### config.mk
export PLATFORM = sky130hd
export DESIGN_NAME = mem_access_unit_flat
export DESIGN_NICKNAME = d
export VERILOG_FILES = /design/src/rtl/mem_access_unit_if.sv /design/src/rtl/mem_access_unit.sv /design/src/flat_wrapper.sv
export SDC_FILE = /design/constraint.sdc
export NUM_CORES = 1
export LEC_CHECK = 0
export CORE_MARGIN = 1
export CORE_UTILIZATION = 51
export CTS_CLUSTER_SIZE = 30
export DETAILED_ROUTE_END_ITERATION = 10
export PLACE_DENSITY = 0.86
export SLEW_MARGIN = 20
export SYNTH_ARGS = -nofsm -noshare
export SYNTH_HDL_FRONTEND = slang
export SYNTH_SLANG_ARGS = --single-unit
### constraint.sdc
create_clock -name clk -period 7.1 [get_ports clk]
set_input_delay 1.42 -clock clk [delete_from_list [all_inputs] [get_ports clk]]
set_output_delay 1.42 -clock clk [all_outputs]
set_load 0.005 [all_outputs]
### src/rtl/mem_access_unit_if.sv
// mem_access_unit_if
//   Bundles the request/response handshake of the MEM-stage load/store port
//   and the word-wide data-memory bus of mem_access_unit.
//   modport slave  : the access unit itself (takes requests, drives memory).
//   modport master : its environment, i.e. the pipeline stage issuing
//                    requests together with the memory returning rd_data.
// Signals
//   req_valid/req_ready           request handshake (accept on both high)
//   req_load/req_store            access kind (exactly one must be set)
//   req_size                      00 byte, 01 half, 10 word, 11 illegal
//   req_unsigned                  loads: 1 zero-extend, 0 sign-extend
//   req_addr/req_wdata            byte address, right-aligned store data
//   resp_valid/resp_err/resp_rdata  one-cycle completion with status/data
//   mem_rd/mem_wr/mem_addr/mem_wr_data/mem_rd_data  data-memory bus
interface mem_access_unit_if #(
  parameter int DATA_W = 32,
  parameter int ADDR_W = 32
);
  logic              req_valid;
  logic              req_ready;
  logic              req_load;
  logic              req_store;
  logic [1:0]        req_size;
  logic              req_unsigned;
  logic [ADDR_W-1:0] req_addr;
  logic [DATA_W-1:0] req_wdata;
  logic              resp_valid;
  logic              resp_err;
  logic [DATA_W-1:0] resp_rdata;
  logic              mem_rd;
  logic              mem_wr;
  logic [ADDR_W-1:0] mem_addr;
  logic [DATA_W-1:0] mem_wr_data;
  logic [DATA_W-1:0] mem_rd_data;

  modport master (
    output req_valid, req_load, req_store, req_size, req_unsigned, req_addr,
           req_wdata, mem_rd_data,
    input  req_ready, resp_valid, resp_err, resp_rdata, mem_rd, mem_wr,
           mem_addr, mem_wr_data
  );

  modport slave (
    input  req_valid, req_load, req_store, req_size, req_unsigned, req_addr,
           req_wdata, mem_rd_data,
    output req_ready, resp_valid, resp_err, resp_rdata, mem_rd, mem_wr,
           mem_addr, mem_wr_data
  );
endinterface

### src/rtl/mem_access_unit.sv
// mem_access_unit
//   Pipeline-side initiator for a word-wide data memory with a 1-cycle
//   registered read. Takes one load/store at a time, turns the byte address
//   into a word index, sign/zero-extends byte/half/word loads (little-endian
//   lanes) and performs read-modify-write for byte/half stores. Misaligned or
//   malformed requests complete with resp_err and never touch memory.
// Ports
//   clk    rising-edge clock
//   reset  asynchronous, active-high
//   bus    mem_access_unit_if.slave: request/response handshake plus the
//          memory bus (mem_rd, mem_wr, mem_addr, mem_wr_data, mem_rd_data)
// Build option
//   MAU_RANGE_CHECK_EN: when defined, a word index >= MEM_WORDS is also
//   rejected as an error. Undefined: the index is passed through unchecked.
module mem_access_unit #(
  parameter int DATA_W    = 32,
  parameter int ADDR_W    = 32,
  parameter int MEM_WORDS = 11
) (
  input  logic             clk,
  input  logic             reset,
  mem_access_unit_if.slave bus
);

  typedef enum logic [2:0] {
    S_IDLE, S_RD, S_WAIT, S_MERGE, S_WR, S_DONE
  } state_e;

  localparam logic [1:0] SZ_BYTE = 2'b00;
  localparam logic [1:0] SZ_HALF = 2'b01;
  localparam logic [1:0] SZ_WORD = 2'b10;

`ifdef MAU_RANGE_CHECK_EN
  localparam bit RangeCheck = 1'b1;
`else
  localparam bit RangeCheck = 1'b0;
`endif

  state_e            state_q;
  logic              req_ready_q;
  logic              resp_valid_q;
  logic              resp_err_q;
  logic              mem_rd_q;
  logic              mem_wr_q;
  logic [DATA_W-1:0] resp_rdata_q;
  logic [DATA_W-1:0] mem_wr_data_q;
  logic [ADDR_W-1:0] mem_addr_q;

  // Request fields captured on accept, plus the old word for sub-word stores.
  logic              load_q;
  logic              uns_q;
  logic [1:0]        size_q;
  logic [1:0]        lane_q;
  logic [15:0]       wdata_q;
  logic [DATA_W-1:0] old_q;

  logic [ADDR_W-1:0] word_idx_d;
  logic              range_err_d;
  logic              err_d;

  // Pick the addressed lane out of a memory word and extend it.
  function automatic logic [DATA_W-1:0] load_extend(
    input logic [DATA_W-1:0] word,
    input logic [1:0]        size,
    input logic [1:0]        lane,
    input logic              uns
  );
    logic [DATA_W-1:0] byte_sh;
    logic [DATA_W-1:0] half_sh;
    logic [7:0]        b;
    logic [15:0]       h;
    byte_sh = word >> {lane, 3'b000};
    half_sh = word >> {lane[1], 4'b0000};
    b = byte_sh[7:0];
    h = half_sh[15:0];
    case (size)
      SZ_BYTE: return {{(DATA_W-8){b[7] & ~uns}}, b};
      SZ_HALF: return {{(DATA_W-16){h[15] & ~uns}}, h};
      default: return word;
    endcase
  endfunction

  // Replace only the addressed byte/half lane of the old word.
  function automatic logic [DATA_W-1:0] store_merge(
    input logic [DATA_W-1:0] old,
    input logic [15:0]       wdata,
    input logic [1:0]        size,
    input logic [1:0]        lane
  );
    logic [DATA_W-1:0] mask;
    logic [DATA_W-1:0] data;
    if (size == SZ_BYTE) begin
      mask = {{(DATA_W-8){1'b0}}, 8'hFF} << {lane, 3'b000};
      data = {{(DATA_W-8){1'b0}}, wdata[7:0]} << {lane, 3'b000};
    end else begin
      mask = {{(DATA_W-16){1'b0}}, 16'hFFFF} << {lane[1], 4'b0000};
      data = {{(DATA_W-16){1'b0}}, wdata} << {lane[1], 4'b0000};
    end
    return (old & ~mask) | data;
  endfunction

  assign word_idx_d  = {2'b00, bus.req_addr[ADDR_W-1:2]};
  assign range_err_d = RangeCheck && (word_idx_d >= ADDR_W'(MEM_WORDS));

  always_comb begin
    err_d = 1'b0;
    if (bus.req_load == bus.req_store) err_d = 1'b1;
    case (bus.req_size)
      SZ_BYTE: ;
      SZ_HALF: if (bus.req_addr[0])         err_d = 1'b1;
      SZ_WORD: if (bus.req_addr[1:0] != 0)  err_d = 1'b1;
      default: err_d = 1'b1;
    endcase
    if (range_err_d) err_d = 1'b1;
  end

  // Datapath capture: only consumed in states entered after an accept.
  always_ff @(posedge clk) begin
    if (state_q == S_IDLE && bus.req_valid) begin
      load_q  <= bus.req_load;
      uns_q   <= bus.req_unsigned;
      size_q  <= bus.req_size;
      lane_q  <= bus.req_addr[1:0];
      wdata_q <= bus.req_wdata[15:0];
    end
    if (state_q == S_WAIT) old_q <= bus.mem_rd_data;
  end

  always_ff @(posedge clk or posedge reset) begin
    if (reset) begin
      state_q       <= S_IDLE;
      req_ready_q   <= 1'b1;
      resp_valid_q  <= 1'b0;
      resp_err_q    <= 1'b0;
      mem_rd_q      <= 1'b0;
      mem_wr_q      <= 1'b0;
      resp_rdata_q  <= '0;
      mem_addr_q    <= '0;
      mem_wr_data_q <= '0;
    end else begin
      // Strobes are single-cycle; each state re-asserts what it needs.
      req_ready_q  <= 1'b0;
      resp_valid_q <= 1'b0;
      resp_err_q   <= 1'b0;
      mem_rd_q     <= 1'b0;
      mem_wr_q     <= 1'b0;
      case (state_q)
        S_IDLE: begin
          if (bus.req_valid) begin
            mem_addr_q <= word_idx_d;
            if (err_d) begin
              state_q      <= S_DONE;
              resp_valid_q <= 1'b1;
              resp_err_q   <= 1'b1;
              resp_rdata_q <= '0;
            end else if (bus.req_store && bus.req_size == SZ_WORD) begin
              state_q       <= S_WR;
              mem_wr_q      <= 1'b1;
              mem_wr_data_q <= bus.req_wdata;
            end else begin
              state_q  <= S_RD;
              mem_rd_q <= 1'b1;
            end
          end else begin
            req_ready_q <= 1'b1;
          end
        end
        S_RD: state_q <= S_WAIT;
        S_WAIT: begin
          // mem_rd_data is valid this cycle (registered read issued in RD).
          if (load_q) begin
            state_q      <= S_DONE;
            resp_valid_q <= 1'b1;
            resp_rdata_q <= load_extend(bus.mem_rd_data, size_q, lane_q, uns_q);
          end else begin
            state_q <= S_MERGE;
          end
        end
        S_MERGE: begin
          state_q       <= S_WR;
          mem_wr_q      <= 1'b1;
          mem_wr_data_q <= store_merge(old_q, wdata_q, size_q, lane_q);
        end
        S_WR: begin
          state_q      <= S_DONE;
          resp_valid_q <= 1'b1;
          resp_rdata_q <= '0;
        end
        S_DONE: begin
          state_q     <= S_IDLE;
          req_ready_q <= 1'b1;
        end
        default: begin
          state_q     <= S_IDLE;
          req_ready_q <= 1'b1;
        end
      endcase
    end
  end

  assign bus.req_ready   = req_ready_q;
  assign bus.resp_valid  = resp_valid_q;
  assign bus.resp_err    = resp_err_q;
  assign bus.resp_rdata  = resp_rdata_q;
  assign bus.mem_rd      = mem_rd_q;
  assign bus.mem_wr      = mem_wr_q;
  assign bus.mem_addr    = mem_addr_q;
  assign bus.mem_wr_data = mem_wr_data_q;

endmodule
### src/flat_wrapper.sv
// flat-port wrapper written by rule: the top's interface ports become plain ports
module mem_access_unit_flat 
#(
  parameter int DATA_W    = 32,
  parameter int ADDR_W    = 32,
  parameter int MEM_WORDS = 11
)
  (clk, reset, bus_req_valid, bus_req_load, bus_req_store, bus_req_size, bus_req_unsigned, bus_req_addr, bus_req_wdata, bus_mem_rd_data, bus_req_ready, bus_resp_valid, bus_resp_err, bus_resp_rdata, bus_mem_rd, bus_mem_wr, bus_mem_addr, bus_mem_wr_data);
  mem_access_unit_if #(.DATA_W(DATA_W), .ADDR_W(ADDR_W)) bus_i ();
  input  logic clk;
  input  logic reset;
  input wire logic [$bits(bus_i.req_valid)-1:0] bus_req_valid;
  input wire logic [$bits(bus_i.req_load)-1:0] bus_req_load;
  input wire logic [$bits(bus_i.req_store)-1:0] bus_req_store;
  input wire logic [$bits(bus_i.req_size)-1:0] bus_req_size;
  input wire logic [$bits(bus_i.req_unsigned)-1:0] bus_req_unsigned;
  input wire logic [$bits(bus_i.req_addr)-1:0] bus_req_addr;
  input wire logic [$bits(bus_i.req_wdata)-1:0] bus_req_wdata;
  input wire logic [$bits(bus_i.mem_rd_data)-1:0] bus_mem_rd_data;
  output wire logic [$bits(bus_i.req_ready)-1:0] bus_req_ready;
  output wire logic [$bits(bus_i.resp_valid)-1:0] bus_resp_valid;
  output wire logic [$bits(bus_i.resp_err)-1:0] bus_resp_err;
  output wire logic [$bits(bus_i.resp_rdata)-1:0] bus_resp_rdata;
  output wire logic [$bits(bus_i.mem_rd)-1:0] bus_mem_rd;
  output wire logic [$bits(bus_i.mem_wr)-1:0] bus_mem_wr;
  output wire logic [$bits(bus_i.mem_addr)-1:0] bus_mem_addr;
  output wire logic [$bits(bus_i.mem_wr_data)-1:0] bus_mem_wr_data;
  assign bus_i.req_valid = bus_req_valid;
  assign bus_i.req_load = bus_req_load;
  assign bus_i.req_store = bus_req_store;
  assign bus_i.req_size = bus_req_size;
  assign bus_i.req_unsigned = bus_req_unsigned;
  assign bus_i.req_addr = bus_req_addr;
  assign bus_i.req_wdata = bus_req_wdata;
  assign bus_i.mem_rd_data = bus_mem_rd_data;
  assign bus_req_ready = bus_i.req_ready;
  assign bus_resp_valid = bus_i.resp_valid;
  assign bus_resp_err = bus_i.resp_err;
  assign bus_resp_rdata = bus_i.resp_rdata;
  assign bus_mem_rd = bus_i.mem_rd;
  assign bus_mem_wr = bus_i.mem_wr;
  assign bus_mem_addr = bus_i.mem_addr;
  assign bus_mem_wr_data = bus_i.mem_wr_data;
  mem_access_unit #(.DATA_W(DATA_W), .ADDR_W(ADDR_W), .MEM_WORDS(MEM_WORDS)) u_core (.clk(clk), .reset(reset), .bus(bus_i));
endmodule
==> summary.md <==
| Metric | Value |
|---|---|
| Starting density of the core | `52.5%` |
| Max stage delay on crit path | `530 ps` |
| Endpoints failing hold | `0` |
| Top_reg_cell synth | `dfrtp_1` |
| Max Root-Sink Buffers | `2` |
| Fill cells | `850` |
| FMAX | `264 MHz` |
| Via Count | `5612` |
| Die width | `119 um` |
| Post-CTS setup-driven buffer insertion count | `0` |
| Sequential share of the synthesized area | `59.8%` |
| Fin Setup TNS | `0 ps` |
| Area Growth Syn to Fin | `38.3%` |
| Cell area after synthesis | `6980 sq um` |
| Final nets | `841` |
| CTS tree | `built` |
| Grt ovf | `0` |
| Post-DP HPWL | `13200 um` |
| Slew @ Worst Pin | `1090 ps` |
| Critical Path Stages | `8` |
| FF-to-FF setup slack | `4380 ps` |
| WHS Path Cells | `1` |
| Clk pwr share | `23.1%` |
| Max transition margin | `26.7%` |
| Buffers added on ports | `202` |
| Worst R2R End | `u_core.bus.mem_wr_data[21]$_DFFE_PP0P_` |
| Final period utilization | `53.4%` |
| EDFF count, synth | `54` |
| Clk_lat worst skew | `420 ps` |
| Critical Path Sink | `u_core.bus.mem_wr_data[6]$_DFFE_PP0P_` |
| WL/cell | `20.9 um` |
| Synth warn | `0` |
| CP Data Required Time | `7400 ps` |
| Core ar. | `13300 sq um` |
| Routed Antenna Nets | `0` |
| Leak | `3.86 nW` |
| Largest delay share family, worst path | `compound AO/OA/AOI/OAI gates` |
| Cell Chain, Critical Path | `clkdlybuf4s50_1, inv_1, ha_1, o21a_1, a2111oi_4, buf_4, nand2_4, a311o_1` |
| DR iter-0 viols | `473` |
| Final Cell Area | `9660 sq um` |
| Critical Path Start | `bus_req_size[0]` |
| Sequential power share | `40.6%` |
| Hold crit path type | `reg -> reg` |
| Hold slack final | `495 ps` |
| Reg-to-Reg Start | `u_core.lane_q[0]$_DFFE_PP_` |
| Final setup margin | `3310 ps` |
| Storage element area | `4180 sq um` |
| Netlist cell types | `53` |
| Clock root buffer | `clkbuf_16` |
| Clk sink count | `156` |
| Mapped Cells | `547` |
| Crit path kind | `in -> reg` |
| Antenna Diode Count | `0` |
| Arrival @ worst endpoint | `4090 ps` |
| VDD IR-drop max | `0.000197 V` |
| Num CTS Buffers | `17` |
| Setup violations, final | `0` |
| Pin count of the biggest net entering global routing | `69` |
| GPL Wtd Cong | `0.820` |
| Clock skew | `7.82 ps` |
| Footprint of the multi-input gates | `2590 sq um` |
| Slowest cell on crit path | `clkdlybuf4s50_1` |
| Period minus WS final | `3790 ps` |
| Placed cell areas | `9110 sq um` |
| Vias per std cell | `6.08` |
| Syn avg cell area | `12.8 sq um` |
| FF-to-FF path depth | `4` |
| Die Y | `119 um` |
| Row count | `42` |
| #FFs+latches synth | `156` |
| Place WS | `2910 ps` |
| Vias in the first global route | `5782` |
| Status | `finished, final reports clean` |
| Drt total wl | `19200 um` |
| Initial antenna violation count | `0` |
| H-tree lvl count | `4` |
| RSZ-0062 raised after global routing | `false` |
| Share of cells above drive strength 1 | `13.8%` |
| Switching power | `1.07 mW` |
| Startpoint types | `input pin` |
| Internal power | `2.55 mW` |
| Resized cells post-CTS | `0` |
| Clk slew on worst S/H paths | `60 ps` |
| Die Area | `14200 sq um` |
| Number of remaining DRC errors | `0` |
| Ports | `205` |
| Fin. max-slew vios | `0` |
| Total GRT Usage | `28.2%` |
| CP Buf/Inv Count | `3` |
| First-pass GRT wire length | `30400 um` |
| CTS Hold Buffers Added | `0` |
| Worst Setup End Kind | `flip-flop` |
| Comb power frac | `36.3%` |
| Max-cap check violation count | `0` |
| Total power divided by cell area | `374 nW/um^2` |
| Sw Share | `29.6%` |
| DR pass1 iterations | `5` |
| Ys async rst share | `65.4%` |
| Worst-path fanout max | `35` |
==> cell families after synthesis <==
| family | share of synthesized area (%) |
|---|---|
| AOI/OAI and AO/OA | 17.8 |
| xor gates and xnor gates | 0.125 |
| adders and majority gates | 0.538 |
| buffers and inverters | 3.48 |
| DFF | 59.8 |
| muxes | 8.05 |
| other | 0.0537 |
| and+or+nand+nor | 10.1 |
==> flip-flops by register name (all words and copies together) (netlist names), 2 cells and up <==
signal                  cells
u_core.bus.mem_addr        30
u_core.bus.resp_rdata      32
u_core.lane_q               2
u_core.old_q               32
u_core.size_q               2
u_core.state_q              3
u_core.wdata_q             16
u_core.bus.mem_wr_data     32
==> layout by cell type (no fill, tap or decap), types with 5 or more instances in the layout <==
cell,synthesis,layout
a21oi_1,6,6
o21ai_0,33,33
buf_4,2,12
a32o_1,9,9
dfrtp_1,101,101
nor2_1,13,13
and3_1,25,25
clkinv_2,0,8
o221a_2,6,6
a311o_1,24,24
mux2i_1,10,10
nand2_1,45,45
a221o_1,17,17
o221ai_1,6,6
mux2_2,39,39
a22oi_1,15,15
o211ai_1,16,16
edfxtp_1,54,54
clkdlybuf4s50_1,0,202
nor2b_1,9,9
clkbuf_16,0,17
inv_1,6,5
nand2b_1,12,12
nand3_1,8,8
a22o_1,7,7
==> power by group through the flow <==
stage	registers, mW	clock network (mW)	logic (mW)
after floorplan	1.45	0	0.590
after global placement	1.46	0	1.27
after detailed placement	1.47	0	1.31
after CTS	1.47	0.848	1.32
after global routing	1.50	0.888	1.41
final	1.47	0.837	1.31
==> per-layer routing <==
metal	vias up	track usage (%)	wire length, um
li1	2475	-	-
met1	2765	36.5	8100
met2	324	44.1	8990
met3	48	6.66	1520
met4	0	15.2	641
met5	-	0	0
==> Yosys cell counts (2+ instances only) <==
cell / count / area [sq um]
dfrtp_1: 101 / 2530
edfxtp_1: 54 / 1620
nand2_1: 45 / 169
mux2_2: 39 / 439
o21ai_0: 33 / 165
and3_1: 25 / 156
a311o_1: 24 / 240
clkbuf_1: 23 / 86.3
a221o_1: 17 / 170
buf_2: 17 / 85.1
o211ai_1: 16 / 120
a22oi_1: 15 / 113
nor2_1: 13 / 48.8
nand2b_1: 12 / 75.1
mux2i_1: 10 / 100
a32o_1: 9 / 90.1
nor2b_1: 9 / 56.3
nand3_1: 8 / 40.0
a22o_1: 7 / 61.3
a21oi_1: 6 / 30.0
inv_1: 6 / 22.5
o221a_2: 6 / 67.6
o221ai_1: 6 / 52.6
and2_1: 4 / 25.0
buf_1: 3 / 11.3
ha_1: 3 / 37.5
a211o_1: 2 / 17.5
a21oi_2: 2 / 17.5
buf_4: 2 / 15.0
buf_6: 2 / 22.5
nand3b_1: 2 / 15.0
nor3_1: 2 / 10.0
o21ba_2: 2 / 20.0
o31a_1: 2 / 17.5
or2_2: 2 / 12.5
==> per-stage QoR <==
| step | utilization (%) | std cells | power (mW) |
|---|---|---|---|
| after floorplan | - | 548 | 2.04 |
| after CTS | 72.6 | 923 | 3.63 |
| after global routing | 72.6 | 923 | 3.80 |
| after global placement | 68.5 | 891 | 2.73 |
| final | 72.6 | 923 | 3.62 |
| after detailed placement | 68.5 | 891 | 2.78 |
==> how the worst min path moves through the flow <==
stage,startpoint,endpoint
6_report,u_core.bus.resp_rdata[7]$_DFFE_PP0P_,u_core.bus.resp_rdata[7]$_DFFE_PP0P_
2_1_floorplan,u_core.bus.resp_rdata[10]$_DFFE_PP0P_,u_core.bus.resp_rdata[10]$_DFFE_PP0P_
5_1_grt,u_core.bus.resp_rdata[7]$_DFFE_PP0P_,u_core.bus.resp_rdata[7]$_DFFE_PP0P_
3_3_place_gp,u_core.bus.resp_rdata[7]$_DFFE_PP0P_,u_core.bus.resp_rdata[7]$_DFFE_PP0P_
4_1_cts,u_core.bus.resp_rdata[7]$_DFFE_PP0P_,u_core.bus.resp_rdata[7]$_DFFE_PP0P_
3_5_place_dp,u_core.bus.resp_rdata[12]$_DFFE_PP0P_,u_core.bus.resp_rdata[12]$_DFFE_PP0P_
==> final cells by class <==
| type | instances | area share, % |
|---|---|---|
| clock inverters | 10 | 0.764 |
| well taps | 176 | 2.28 |
| clock buffers | 22 | 4.81 |
| flip-flops and latches | 156 | 43.2 |
| inverters | 6 | 0.259 |
| repair buffers | 214 | 21.9 |
| multi-input cells | 339 | 26.8 |
Note: power is estimated with default switching activity, not from simulation.
